### src/rtl/trisc_control_sequencer_if.sv
// TRISC sequencer control bus: IR/memory handshake inputs, datapath strobe outputs.
interface trisc_control_sequencer_if #(
  parameter int OPW = 4
);
  logic              run;
  logic              mem_ready;
  logic [OPW-1:0]    opcode;
  logic              flag_z;
  logic              flag_n;
  logic              pc_out_en;
  logic              mem_rd;
  logic              ir_load;
  logic              pc_inc;
  logic              pc_load;
  logic [2**OPW-1:0] dec;
  logic              exec_en;
  logic [2:0]        step;
  logic              illegal;
  logic              halted;

  // Sequencer side
  modport master (
    input  run, mem_ready, opcode, flag_z, flag_n,
    output pc_out_en, mem_rd, ir_load, pc_inc, pc_load, dec, exec_en, step, illegal, halted
  );

  // Memory/datapath side
  modport slave (
    output run, mem_ready, opcode, flag_z, flag_n,
    input  pc_out_en, mem_rd, ir_load, pc_inc, pc_load, dec, exec_en, step, illegal, halted
  );
endinterface

### src/rtl/trisc_control_sequencer.sv
// TRISC instruction-cycle sequencer: fetch, IR load, decode, N-cycle execute, halt.
module trisc_control_sequencer #(
  parameter int                  OPW         = 4,
  parameter int                  EXEC_CYCLES = 2,
  parameter logic [2**OPW-1:0]   VALID_MASK  = 16'h93DF,
  parameter int                  OP_JMP      = 8,
  parameter int                  OP_JPZ      = 9,
  parameter int                  OP_JPN      = 12,
  parameter int                  OP_HLT      = 15
) (
  input  logic                        clk,
  input  logic                        rst_n,
  trisc_control_sequencer_if.master   bus
);

  localparam int         NOPS      = 2**OPW;
  localparam logic [2:0] LAST_STEP = 3'(EXEC_CYCLES - 1);

  typedef enum logic [2:0] {
    S_IDLE,
    S_FETCH,
    S_IRLD,
    S_DECODE,
    S_EXEC,
    S_HALT
  } state_t;

  state_t            r_state;
  state_t            w_next;
  logic [NOPS-1:0]   r_dec;
  logic [NOPS-1:0]   w_dec_next;
  logic [NOPS-1:0]   w_onehot;
  logic [2:0]        r_step;
  logic [2:0]        w_step_next;
  logic              r_illegal;
  logic              w_illegal_next;
  logic              w_last;
  logic              w_jump;

  // One-hot image of the live opcode field and jump resolution on the latched opcode
  always_comb begin
    w_onehot              = '0;
    w_onehot[bus.opcode]  = 1'b1;
    w_last                = (r_step == LAST_STEP);
    w_jump                = r_dec[OP_JMP]
                          | (r_dec[OP_JPZ] & bus.flag_z)
                          | (r_dec[OP_JPN] & bus.flag_n);
  end

  // Next-state and next-register values
  always_comb begin
    w_next         = r_state;
    w_dec_next     = r_dec;
    w_step_next    = r_step;
    w_illegal_next = 1'b0;
    case (r_state)
      S_IDLE: begin
        if (bus.run) w_next = S_FETCH;
      end
      S_FETCH: begin
        if (bus.mem_ready) w_next = S_IRLD;
      end
      S_IRLD: begin
        w_next = S_DECODE;
      end
      S_DECODE: begin
        if (bus.opcode == OPW'(OP_HLT)) begin
          w_dec_next = w_onehot;
          w_next     = S_HALT;
        end else if (VALID_MASK[bus.opcode]) begin
          w_dec_next  = w_onehot;
          w_step_next = '0;
          w_next      = S_EXEC;
        end else begin
          // unimplemented opcode: behaves as a NOP, PC already advanced in IRLD
          w_dec_next     = '0;
          w_illegal_next = 1'b1;
          w_next         = S_FETCH;
        end
      end
      S_EXEC: begin
        if (w_last) begin
          w_dec_next  = '0;
          w_step_next = '0;
          w_next      = bus.run ? S_FETCH : S_IDLE;
        end else begin
          w_step_next = r_step + 3'd1;
        end
      end
      S_HALT: begin
        if (!bus.run) begin
          w_dec_next = '0;
          w_next     = S_IDLE;
        end
      end
      default: begin
        w_dec_next  = '0;
        w_step_next = '0;
        w_next      = S_IDLE;
      end
    endcase
  end

  // State register
  always_ff @(posedge clk or negedge rst_n) begin
    if (!rst_n) r_state <= S_IDLE;
    else        r_state <= w_next;
  end

  // Decode, step and illegal-pulse registers
  always_ff @(posedge clk or negedge rst_n) begin
    if (!rst_n) begin
      r_dec     <= '0;
      r_step    <= '0;
      r_illegal <= 1'b0;
    end else begin
      r_dec     <= w_dec_next;
      r_step    <= w_step_next;
      r_illegal <= w_illegal_next;
    end
  end

  assign bus.pc_out_en = (r_state == S_FETCH);
  assign bus.mem_rd    = (r_state == S_FETCH);
  assign bus.ir_load   = (r_state == S_IRLD);
  assign bus.pc_inc    = (r_state == S_IRLD);
  assign bus.exec_en   = (r_state == S_EXEC);
  assign bus.halted    = (r_state == S_HALT);
  assign bus.pc_load   = (r_state == S_EXEC) & w_last & w_jump;
  assign bus.dec       = r_dec;
  assign bus.step      = r_step;
  assign bus.illegal   = r_illegal;

endmodule

### src/flat_wrapper.sv
// flat-port wrapper written by rule: the top's interface ports become plain ports
module trisc_control_sequencer_flat 
#(
  parameter int                  OPW         = 4,
  parameter int                  EXEC_CYCLES = 2,
  parameter logic [2**OPW-1:0]   VALID_MASK  = 16'h93DF,
  parameter int                  OP_JMP      = 8,
  parameter int                  OP_JPZ      = 9,
  parameter int                  OP_JPN      = 12,
  parameter int                  OP_HLT      = 15
)
  (clk, rst_n, bus_run, bus_mem_ready, bus_opcode, bus_flag_z, bus_flag_n, bus_pc_out_en, bus_mem_rd, bus_ir_load, bus_pc_inc, bus_pc_load, bus_dec, bus_exec_en, bus_step, bus_illegal, bus_halted);
  trisc_control_sequencer_if #(.OPW(OPW)) bus_i ();
  input  logic clk;
  input  logic rst_n;
  input wire logic [$bits(bus_i.run)-1:0] bus_run;
  input wire logic [$bits(bus_i.mem_ready)-1:0] bus_mem_ready;
  input wire logic [$bits(bus_i.opcode)-1:0] bus_opcode;
  input wire logic [$bits(bus_i.flag_z)-1:0] bus_flag_z;
  input wire logic [$bits(bus_i.flag_n)-1:0] bus_flag_n;
  output wire logic [$bits(bus_i.pc_out_en)-1:0] bus_pc_out_en;
  output wire logic [$bits(bus_i.mem_rd)-1:0] bus_mem_rd;
  output wire logic [$bits(bus_i.ir_load)-1:0] bus_ir_load;
  output wire logic [$bits(bus_i.pc_inc)-1:0] bus_pc_inc;
  output wire logic [$bits(bus_i.pc_load)-1:0] bus_pc_load;
  output wire logic [$bits(bus_i.dec)-1:0] bus_dec;
  output wire logic [$bits(bus_i.exec_en)-1:0] bus_exec_en;
  output wire logic [$bits(bus_i.step)-1:0] bus_step;
  output wire logic [$bits(bus_i.illegal)-1:0] bus_illegal;
  output wire logic [$bits(bus_i.halted)-1:0] bus_halted;
  assign bus_i.run = bus_run;
  assign bus_i.mem_ready = bus_mem_ready;
  assign bus_i.opcode = bus_opcode;
  assign bus_i.flag_z = bus_flag_z;
  assign bus_i.flag_n = bus_flag_n;
  assign bus_pc_out_en = bus_i.pc_out_en;
  assign bus_mem_rd = bus_i.mem_rd;
  assign bus_ir_load = bus_i.ir_load;
  assign bus_pc_inc = bus_i.pc_inc;
  assign bus_pc_load = bus_i.pc_load;
  assign bus_dec = bus_i.dec;
  assign bus_exec_en = bus_i.exec_en;
  assign bus_step = bus_i.step;
  assign bus_illegal = bus_i.illegal;
  assign bus_halted = bus_i.halted;
  trisc_control_sequencer #(.OPW(OPW), .EXEC_CYCLES(EXEC_CYCLES), .VALID_MASK(VALID_MASK), .OP_JMP(OP_JMP), .OP_JPZ(OP_JPZ), .OP_JPN(OP_JPN), .OP_HLT(OP_HLT)) u_core (.clk(clk), .rst_n(rst_n), .bus(bus_i));
endmodule
### config.mk
export PLATFORM = sky130hd
export DESIGN_NAME = trisc_control_sequencer_flat
export DESIGN_NICKNAME = d
export VERILOG_FILES = /design/src/rtl/trisc_control_sequencer_if.sv /design/src/rtl/trisc_control_sequencer.sv /design/src/flat_wrapper.sv
export SDC_FILE = /design/constraint.sdc
export NUM_CORES = 1
export LEC_CHECK = 0
export CAP_MARGIN = 20
export CORE_AREA = 4 4 62 59
export DETAILED_ROUTE_END_ITERATION = 8
export DIE_AREA = 0 0 66 63
export HOLD_SLACK_MARGIN = 0.12
export PLACE_DENSITY = 0.8
export SYNTH_ARGS = -nofsm -noshare
export SYNTH_HDL_FRONTEND = slang
export SYNTH_SLANG_ARGS = --single-unit
export TNS_END_PERCENT = 1
### constraint.sdc
create_clock -name clk -period 1.43 [get_ports clk]
set_clock_uncertainty 0.1 [all_clocks]
set_input_delay 0.143 -clock clk [delete_from_list [all_inputs] [get_ports clk]]
set_output_delay 0.143 -clock clk [all_outputs]
set_load 0.05 [all_outputs]
# ---- Yosys cells after proc, flatten, opt, wreduce, memory -nomap -nowiden
# Memory sizes are Yosys's and may differ from the RTL's.
# Index checks and enable logic that the tools add are counted.
dict set report classes {
  n_lt_le_gt_ge 2
  n_eq_ne 13
  n_mux 23
  add_sub_neg 1
  bitwise 8
  reduce_logical 7
}
# cell count
set ops {}
lappend ops {{$mux 16} 4}
lappend ops {{$pmux 16 s4} 1}
lappend ops {{$mux 3} 9}
lappend ops {{$pmux 3 s6} 1}
lappend ops {{$pmux 3 s3} 1}
lappend ops {{$ne 2x2->1 const B} 4}
lappend ops {{$eq 3x1->1 const B} 2}
lappend ops {{$eq 3x2->1 const B} 2}
lappend ops {{$eq 3x3->1 const B} 2}
lappend ops {{$mux 1} 6}
lappend ops {{$reduce_and 3->1} 2}
lappend ops {{$lt 4x5->1 const B} 1}
lappend ops {{$and 1x1->1} 4}
lappend ops {{$demux 1 s4} 1}
lappend ops {{$eq 4x4->1 const B} 1}
lappend ops {{$ge 4x1->1 const B} 1}
lappend ops {{$ne 2x1->1 const B} 2}
lappend ops {{$reduce_and 4->1} 1}
lappend ops {{$reduce_or 4->1} 1}
lappend ops {{$add 3x1->3 const B} 1}
lappend ops {{$logic_not 3->1} 1}
lappend ops {{$reduce_or 3->1} 1}
lappend ops {{$not 1->1} 2}
lappend ops {{$or 1x1->1} 2}
lappend ops {{$logic_and 1x1->1} 1}
dict set report totals {
  rom_bits 16
  output_inout_bits 27
  word_cells 59
  n_memories 1
  ff_bits 23
  input_bits 10
}
# memory words width rd rd_clocked_by_memory_dff write_ports line_no
set memory_table {}
lappend memory_table {{(name not given)} 16 1 1 0 0 trisc_control_sequencer.sv:70} ;# end else if (VALID_MASK[bus.opcode]) begin

# ---- Longest topological paths before layout
# Gate-level depths: netlist of run 1.
dict set report depth {
  ltp_word 7
  mapped_depth 7
  mapped_depth_nobuf 6
}

# ---- Least setup slack after synthesis of run 1
# OpenSTA, ideal clock, no wires.
dict set report synth_timing {
  path_kind {reg-to-output}
  startpoint {reg u_core.r_step[0], in the netlist u_core.bus.step[0]}
  endpoint {out bus_pc_load}
  required_ns 1.187
  arrival_ns 2.156
  n_path_buf 0
  stages_incl_launch_ff 3
  slack_ns -0.969
  cell_sequence {dfrtp_1 or3b_4 nor3_1}
}
dict set report synth_via {
  elab_chain_len 3
}
# item line_no
set synth_rtl {}
lappend synth_rtl {{from (decl)} trisc_control_sequencer.sv:33} ;# logic [2:0] r_step;
lappend synth_rtl {{from (signal assigned)} trisc_control_sequencer.sv:118} ;# r_step <= w_step_next;
lappend synth_rtl {{$eq 3x1->1} trisc_control_sequencer.sv:44} ;# w_last = (r_step == LAST_STEP);
lappend synth_rtl {{$and 1x1->1 (2 in series)} trisc_control_sequencer.sv:129} ;# assign bus.pc_load = (r_state == S_EXEC) & w_last & w_jump;
lappend synth_rtl {{to (decl)} flat_wrapper.sv:25} ;# output wire logic [$bits(bus_i.pc_load)-1:0] bus_pc_load;
# No other way between the ends.

# ---- Final worst setup path of run 1
dict set report layout_timing {
  startpoint {reg u_core.r_step[2], in the netlist u_core.bus.step[2]}
  endpoint {out bus_pc_load}
}
# Same word-level chain as after synthesis.

==> results of run 1 <==
-- worst paths after layout --
| path | start | to | slack, ns | cells after the start |
|---|---|---|---|---|
| min in group asynchronous | rst_n | u_core.bus.step[1] | 0.62 | 3 |
| hold reg to reg | u_core.bus.dec[13] | u_core.bus.dec[13] | 0.47 | 1 |
| max in group asynchronous | rst_n | u_core.bus.step[2] | 0.37 | 3 |
| hold / removal | bus_mem_ready | u_core.r_state[1] | 0.32 | 3 |
| setup reg to reg | u_core.bus.step[2] | u_core.bus.dec[11] | -0.26 | 6 |
| setup / recovery | u_core.bus.step[2] | bus_pc_load | -0.43 | 4 |
-- area by class of cell --
class | count | area (um2) | area share (%)
sequential | 23 | 579 | 25.5
multi-input combinational | 72 | 662 | 29.2
inverter | 6 | 27.5 | 1.21
clock buffer | 3 | 22.5 | 0.993
clock inverter | 1 | 5.00 | 0.221
tap | 42 | 52.6 | 2.32
timing repair buffer | 70 | 920 | 40.5
-- timing repair --
item                       in CTS  in global routing
setup endpoints to repair      29                 30
setup buffers                   1                  1
hold endpoints to repair       23                  0
pin swaps                       8                  4
hold buffers                    1                  0
resized for setup              22                  4
-- metal layers --
metal / vias to the layer above / share of wire, % / global-route usage, %
met1: 559 / 36 / 21.1
met2: 56 / 54 / 34.7
li1: 535 / - / -
met4: 0 / 4.5 / 11.2
met5: - / 0 / 0
met3: 21 / 5.7 / 4.86
-- where the power goes --
part	internal [W]	switching, W	total (W)
Sequential	0.000755	0.000107	0.000862
Combinational	0.00106	0.00114	0.00219
Clock	0.000105	0.000202	0.000307
-- flip-flops by register name (all words and copies together), names as in the netlist --
signal	count
u_core.bus.dec	16
u_core.bus.step	3
u_core.r_state	3
u_core.bus.illegal	1
-- worst max-delay path, cell delays in order (launching register included) --
cell and delay, ns:
dfrtp_2 0.42, or3b_4 0.41, buf_6 0.13, nor3_4 0.18
buf_12 0.16
-- through the flow --
| step | worst slack (ns) | setup TNS (ns) | area, um2 |
|---|---|---|---|
| 3_3_place_gp | -0.613 | -5.07 | 2090 |
| 5_1_grt | -0.505 | -7.43 | 2270 |
| 2_1_floorplan | -0.265 | -4.43 | 1210 |
| 3_5_place_dp | -0.731 | -6.36 | 2090 |
| 6_report | -0.434 | -6.11 | 2270 |
| 4_1_cts | -0.419 | -4.02 | 2240 |
-- cell usage in the layout (no fill, tap or decap), drive strengths merged --
cell | Yosys | final
o21ai | 3 | 3
a32o | 3 | 3
clkbuf | 1 | 3
nor3b | 2 | 2
a221o | 1 | 1
or3 | 1 | 1
inv | 5 | 5
ha | 4 | 4
dfrtp | 23 | 23
clkdlybuf4s50 | 0 | 9
o211ai | 2 | 2
dlygate4sd3 | 0 | 1
a2bb2oi | 2 | 2
buf | 5 | 60
a31oi | 1 | 1
and3 | 1 | 1
a22o | 12 | 12
or2 | 1 | 1
and2 | 2 | 2
nand3b | 2 | 2
o2bb2ai | 1 | 1
or3b | 1 | 1
nand2b | 2 | 2
mux2i | 1 | 1
nand3 | 2 | 2
clkinv | 1 | 2
and3b | 1 | 1
nand2 | 7 | 7
a21oi | 4 | 4
nor3 | 2 | 2
nor4b | 2 | 2
nor2b | 2 | 2
a221oi | 1 | 1
nor2 | 7 | 7
o31ai | 1 | 1
and4b | 1 | 1
-- kinds of logic (layout without fill, tap and decap cells) --
logic type	Yosys count	after routing
compound gates	31	31
fa+ha+maj	4	4
buf+inv	12	80
flops	23	23
mux	1	1
simple gates	36	36
==> metrics.txt, run 1 <==
register area share after synthesis 48.3%; Worst slew margin roughly four fifths; 1st-pass router iterations 4; global-route wire length before repair between 6000 and 7000 um; arrival time at the worst endpoint roughly 1.6 ns; post-DP HPWL 2820 um; top cells by area, synth dfrtp_1 48%, a22o_1 8.8%, ha_1 4.2%; max-cap violations 0; die area just over 4000 um2; GRT Overall Usage 19.8%; Die Span X 66 um; EDFF count, synth 0; ANT nets after route 0; Num CTS Buffers 3; num rows 19; Clock Tree Buf Depth 2; antenna violations before repair 0; Main synth FF type dfrtp_1; Hold Vio Cnt, Final 0; First DRT Iteration DRCs 46; Area growth, synth to finish 90.4%; DRC 0; fmax 537 MHz; Yosys top cell area share 48.3%; hold crit path type in2reg; commonest cells in the synthesized netlist 23 x dfrtp_1, 12 x a22o_1, 7 x nor2_1; H-tree levels 1; Worst-Skew Late Latency 0.32 ns; Total Routed Length 3760 um; gr ovfl total 0; Clock transition at path regs ~0.13 ns; post-synthesis mux area share 0.840%; Synth Area in Simple Gates 19.3%; Post-Syn Nets 121; Critical Path RT 1.19 ns; Yosys top cell by area dfrtp_1; syn_area_per_cell 11.1 um2; Tcrit/Tclk final 130%; Non-Filler Instances ~220; core area 2970 um2; Initial Utilization 40.1%; Slew Viols, Final 0; status finished with violations; Via density 5.40; Hold Slack 0.318 ns; Compound-Gate Fraction of Synth Area about 21%; fin crit period 1.86 ns; Post-Syn Area 1190 um2; Lkg Pwr 1.02 nW; Synth Register Bits 23; ys async rst share 100%; height of the die 63 um; WL/cell 17.3 um; FILL cells 184; port bufs 36; Design Power ~0.0034 W; area share of xor/xnor cells in the synthesized design 0%; most numerous cell in the Yosys netlist dfrtp_1; Ys Warns 0; Worst Max-Slew Pin Slew between 0.3 and 0.4 ns; largest family of logic cells by synthesized area compound AO/OA/AOI/OAI gates; CTS tree yes; Synth Area in Adders 4.20%; largest net degree at the start of global routing 24; IO Count 37; fraction of layout cells with a size suffix above 1 51.4%; Crit. End Element output pin; crit start category flop; critical path type reg2out; failing checks setup timing; pwr dens approximately 1500 nW/um2; Cell variety after synth 41; Mapped Cells 107; via count of the routed design 1171; final core occ 76.3%; crit path max fanout 2; GPL Wtd Cong a little over 0.8; RSZ-0062 raised after global routing true; Root Buffer clkbuf_4; diode count 0; vias in the first global route 1282; nets 190; Peak VDD IR 1.16 mV; setup ws final -0.434 ns; # clock sinks 23; final setup vio count 29; DP Cell Count 210
Note: power is estimated with default switching activity, not from simulation.
==> run 2, diff against run 1 <==
--- a/config.mk
+++ b/config.mk
@@ -6,11 +6,12 @@
 export NUM_CORES = 1
 export LEC_CHECK = 0
 export CAP_MARGIN = 20
-export CORE_AREA = 4 4 62 59
+export CORE_AREA = 4 4 60 56
 export DETAILED_ROUTE_END_ITERATION = 8
-export DIE_AREA = 0 0 66 63
+export DIE_AREA = 0 0 64 60
+export DONT_BUFFER_PORTS = 1
 export HOLD_SLACK_MARGIN = 0.12
-export PLACE_DENSITY = 0.8
+export PLACE_DENSITY = 0.68
 export SYNTH_ARGS = -nofsm -noshare
 export SYNTH_HDL_FRONTEND = slang
 export SYNTH_SLANG_ARGS = --single-unit
==> run 2 against run 1 <==
Critical path depth unchanged; sequential power down 2%; routed wire length down 14%; worst hold slack worse by 0.16 ns; via count down 7.5%; final area down 21%; sequential cell count unchanged; the run still ends with setup timing left; first-iteration DRC count down 6.5%; setup slack better by 0.027 ns.
==> metrics.txt, run 2 (synthesis gave the netlist of run 1 again) <==
status finished with violations; failing checks setup timing; num rows 18; Crit. End Element output pin; largest net degree at the start of global routing 24; Worst-Skew Late Latency 0.32 ns; die area between 3000 and 4000 um2; H-tree levels 1; arrival time at the worst endpoint 1.59 ns; IO Count 37; port bufs 0; diode count 0; Num CTS Buffers 3; final core occ between 60 and 70%; 1st-pass router iterations 5; fin crit period 1.84 ns; Cell Int Power 0.00152 W; crit path max fanout 2; antenna violations before repair 0; fraction of layout cells with a size suffix above 1 43.3%; pwr dens 1580 nW/um2; Hold Slack 0.154 ns; First DRT Iteration DRCs 43; crit start category flop; vias in the first global route 1134; max reg flops 16; GPL Wtd Cong 0.935; ANT nets after route 0; max-cap violations 0; global-route wire length before repair approximately 5500 um; CTS tree yes; Total Routed Length 3250 um; Clock transition at path regs 0.12 ns; Critical Path RT 1.19 ns; GRT Overall Usage 18.6%; Die Span X ~64 um; post-DP HPWL 2300 um; DP Area roughly 1600 um2; Initial Utilization 43.7%; Peak VDD IR 1.03 mV; commonest non-fill, non-tap cell in the layout buf_4; Area growth, synth to finish 51.1%; Lkg Pwr 0.901 nW; setup ws final -0.406 ns; final setup vio count 25; DRC 0; post-route cell area roughly 1800 um2; clock power share 10.8%; Net Switching around 0.0013 W; Worst slew margin 69.4%; WL/cell 16.5 um; FILL cells 212; nets roughly 170; Hold Vio Cnt, Final 0; via count of the routed design roughly 1100; hold crit path type in2reg; Flop pwr share 29.6%; Tcrit/Tclk final 128%; Sw Ratio 46.6%; gr ovfl total 0; # clock sinks 23; Via density roughly 5.5; dpl ws -0.168 ns; Worst Max-Slew Pin Slew 0.460 ns; fmax 545 MHz; critical path type reg2out; Comb power frac 59.5%; core area 2730 um2; RSZ-0062 raised after global routing true; height of the die 60 um; Clock Tree Buf Depth 2; Root Buffer clkbuf_4; most frequent cells in the layout 33 x buf_4, 20 x dfrtp_1, 12 x a22o_1; setup tns final -3.49 ns; Slew Viols, Final 0
[run 2: repair_timing]
| item | CTS | global route |
|---|---|---|
| gates resized for setup | 13 | 10 |
| pin swaps | 14 | 10 |
| setup buffers | 0 | 1 |
| setup endpoints to repair | 26 | 27 |
| hold endpoints to repair | 39 | 3 |
| hold buffers | 6 | 1 |
[run 2: metal layers]
metal	part of all wire, %	vias to the layer above	wire (um)	global-route usage [%]
li1	-	497	-	-
met1	41	527	1340	21.5
met2	50	52	1640	32.7
met3	6.4	7	208	4.32
met4	1.9	0	62	9.23
met5	0	-	0	0
[run 2: worst paths after layout]
path	from	to	slack [ns]	cells past startpoint
min in group asynchronous	rst_n	u_core.bus.dec[2]	0.56	2
max	u_core.bus.step[1]	bus_pc_load	-0.41	4
max in group asynchronous	rst_n	u_core.bus.step[2]	0.26	3
min reg2reg	u_core.bus.dec[1]	u_core.bus.dec[1]	0.41	1
min	bus_opcode[0]	u_core.bus.dec[9]	0.15	3
max reg2reg	u_core.r_state[2]	u_core.bus.dec[4]	-0.12	6
[run 2: worst max-delay path: stages (launching register included)]
cell and delay [ns]:
dfrtp_2 0.42, or3b_4 0.42, buf_6 0.13, nor3_4 0.14
buf_12 0.16
[run 2: per-stage QoR]
stage / cells / power [W]
after floorplan: 107 / 0.00189
after global placement: 184 / 0.00232
after detailed placement: 184 / 0.00236
after global routing: 197 / 0.00299
after CTS: 194 / 0.00280
final: 197 / 0.00285
[run 2: power groups by stage]
stage	Sequential (W)	Combinational (W)	Clock (W)
finish	0.000843	0.00169	0.000308
floorplan	0.00106	0.000828	0
global route	0.000858	0.00178	0.000352
detailed placement	0.000849	0.00151	0
global placement	0.000844	0.00147	0
CTS	0.000842	0.00163	0.000322
[run 2: layout make-up]
class	count	area [um2]	area share (%)
flip-flops and latches	23	579	32.2
multi-input cells	72	599	33.3
clock buffers	3	22.5	1.25
clock inverters	1	5.00	0.278
repair buffers	52	515	28.7
inverters	6	27.5	1.53
well taps	40	50.0	2.78
==> run 3, diff against run 2 <==
--- a/config.mk
+++ b/config.mk
@@ -11,7 +11,7 @@
 export DIE_AREA = 0 0 64 60
 export DONT_BUFFER_PORTS = 1
 export HOLD_SLACK_MARGIN = 0.12
-export PLACE_DENSITY = 0.68
+export PLACE_DENSITY = 0.58
 export SYNTH_ARGS = -nofsm -noshare
 export SYNTH_HDL_FRONTEND = slang
 export SYNTH_SLANG_ARGS = --single-unit
==> run 3 against run 2 <==
The flow still finishes with violations (setup timing); sequential power fell by 1%; routed wire length shrank 5.5%; cell count fell by 1.5%; critical path type unchanged; critical endpoint unchanged; largest power group unchanged; highest routed layer unchanged.
==> metrics.txt, run 3 (synthesis gave the netlist of run 1 again) <==
status finished with violations; failing checks setup timing; Tcrit/Tclk final 127%; Clock transition at path regs between 0.1 and 0.15 ns; Flop pwr share between 20 and 30%; Cell Int Power 0.00152 W; First DRT Iteration DRCs 29; CTS tree yes; fmax around 550 MHz; RSZ-0062 raised after global routing true; fraction of layout cells with a size suffix above 1 between 40% and 50%; DRT met1 WL approximately 1400 um; Worst slew margin 69.1%; hold crit path type in2reg; FILL cells 229; wire length on met3 189 um; Lkg Pwr 0.869 nW; gr ovfl total 0; largest net degree at the start of global routing 24; port bufs 0; ANT nets after route 0; Sw Ratio 46.3%; pwr dens 1600 nW/um2; post-DP HPWL 2200 um; Critical Path RT 1.19 ns; critical path type reg2out; commonest non-fill, non-tap cell in the layout buf_4; WL/cell 15.8 um; final core occ 64.8%; crit start category flop; Via density 5.39; DRC 0; crit path max fanout 2; Worst Max-Slew Pin Slew 0.463 ns; global-route wire length before repair 5270 um; height of the die around 60 um; dpl ws -0.148 ns; H-tree levels 1; uppermost layer routed met4; Non-Filler Instances 194; multi-input logic area 619 um2; Area growth, synth to finish 48.2%; GRT Overall Usage 17.6%; DR WL met2 1500 um; setup ws final -0.391 ns; Initial Utilization between 40 and 50%; 1st-pass router iterations 5; Root Buffer clkbuf_4; max-cap violations 0; diode count 0; num rows 18; vias in the first global route 1102; final setup vio count 24; Crit. End Element output pin; Clock Tree Buf Depth 2; clock power share 10.6%; Net Switching 0.00131 W; fin crit period 1.82 ns; Post-CTS Setup Bufs 0; Reg area a little under 600 um2; most frequent cells in the layout 32 x buf_4, 20 x dfrtp_1, 12 x a22o_1; # clock sinks 23; antenna violations before repair 0; die area about 3800 um2; IO Count 37; DP Cell Count about 180; max reg flops 16; Peak VDD IR 1.10 mV; Worst-Skew Late Latency slightly above 0.3 ns; Hold Slack 0.143 ns; Die Span X roughly 64 um; Total Routed Length around 3000 um; arrival time at the worst endpoint 1.58 ns; core area 2730 um2; Slew Viols, Final 0; GPL Wtd Cong 0.854; Comb power frac 59.9%; via count of the routed design 1045; nets 169; Hold Vio Cnt, Final 0; Num CTS Buffers 3
## run 3: cell count changes in the layout (fill, tap and decap cells not counted), sizes merged
cell          delta
dlygate4sd3      +2
dlymetal6s4s     -2
buf              -3
## run 3: area by class of cell
type	count	area share [%]
Sequential cell	23	32.8
Tap cell	40	2.83
Timing Repair Buffer	49	26.0
Clock inverter	1	0.283
Multi-Input combinational cell	72	35.1
Clock buffer	3	1.28
Inverter	6	1.70
## run 3: metrics by stage
| step | area, um2 | total power [W] | TNS [ns] |
|---|---|---|---|
| 2_1_floorplan | 1210 | 0.00189 | -4.43 |
| 3_3_place_gp | 1560 | 0.00231 | -0.889 |
| 3_5_place_dp | 1560 | 0.00233 | -1.31 |
| 4_1_cts | 1700 | 0.00275 | -2.77 |
| 5_1_grt | 1770 | 0.00299 | -4.57 |
| 6_report | 1770 | 0.00282 | -2.83 |
## run 3: final timing paths
| check | slack (ns) | startpoint | cells after the start | to |
|---|---|---|---|---|
| setup / recovery | -0.39 | u_core.bus.step[1] | 4 | bus_pc_load |
| hold / removal | 0.14 | bus_mem_ready | 3 | u_core.r_state[0] |
| setup reg to reg | -0.11 | u_core.bus.step[1] | 4 | u_core.bus.dec[4] |
| hold reg to reg | 0.41 | u_core.bus.dec[2] | 1 | u_core.bus.dec[2] |
| max in group asynchronous | 0.28 | rst_n | 3 | u_core.bus.step[2] |
| min in group asynchronous | 0.55 | rst_n | 2 | u_core.bus.dec[10] |
## run 3: power groups by stage
| stage | clock network, W | registers (W) | logic [W] |
|---|---|---|---|
| 2_1_floorplan | 0 | 0.00106 | 0.000828 |
| 3_3_place_gp | 0 | 0.000840 | 0.00146 |
| 3_5_place_dp | 0 | 0.000843 | 0.00149 |
| 4_1_cts | 0.000311 | 0.000832 | 0.00161 |
| 6_report | 0.000298 | 0.000834 | 0.00169 |
| 5_1_grt | 0.000346 | 0.000853 | 0.00179 |
## run 3: what timing repair did
action                                  in CTS  in global routing
gates resized for setup                     11                 11
pin swaps                                    8                 12
hold buffers                                 6                  1
hold endpoints to repair                    40                  3
endpoints found under the setup margin      26                 27
cloned                                       0                  0
## run 3: layer usage
layer | global-route usage (%) | up-vias
li1 | - | 495
met1 | 22.5 | 511
met2 | 29.9 | 35
met3 | 5.45 | 4
met4 | 2.77 | 0
met5 | 0 | -
## run 3: worst max-delay path: stages, from the launching register on
cell,delay (ns)
dfrtp_2,0.42
or3b_4,0.42
buf_6,0.13
nor3_4,0.14
buf_12,0.16
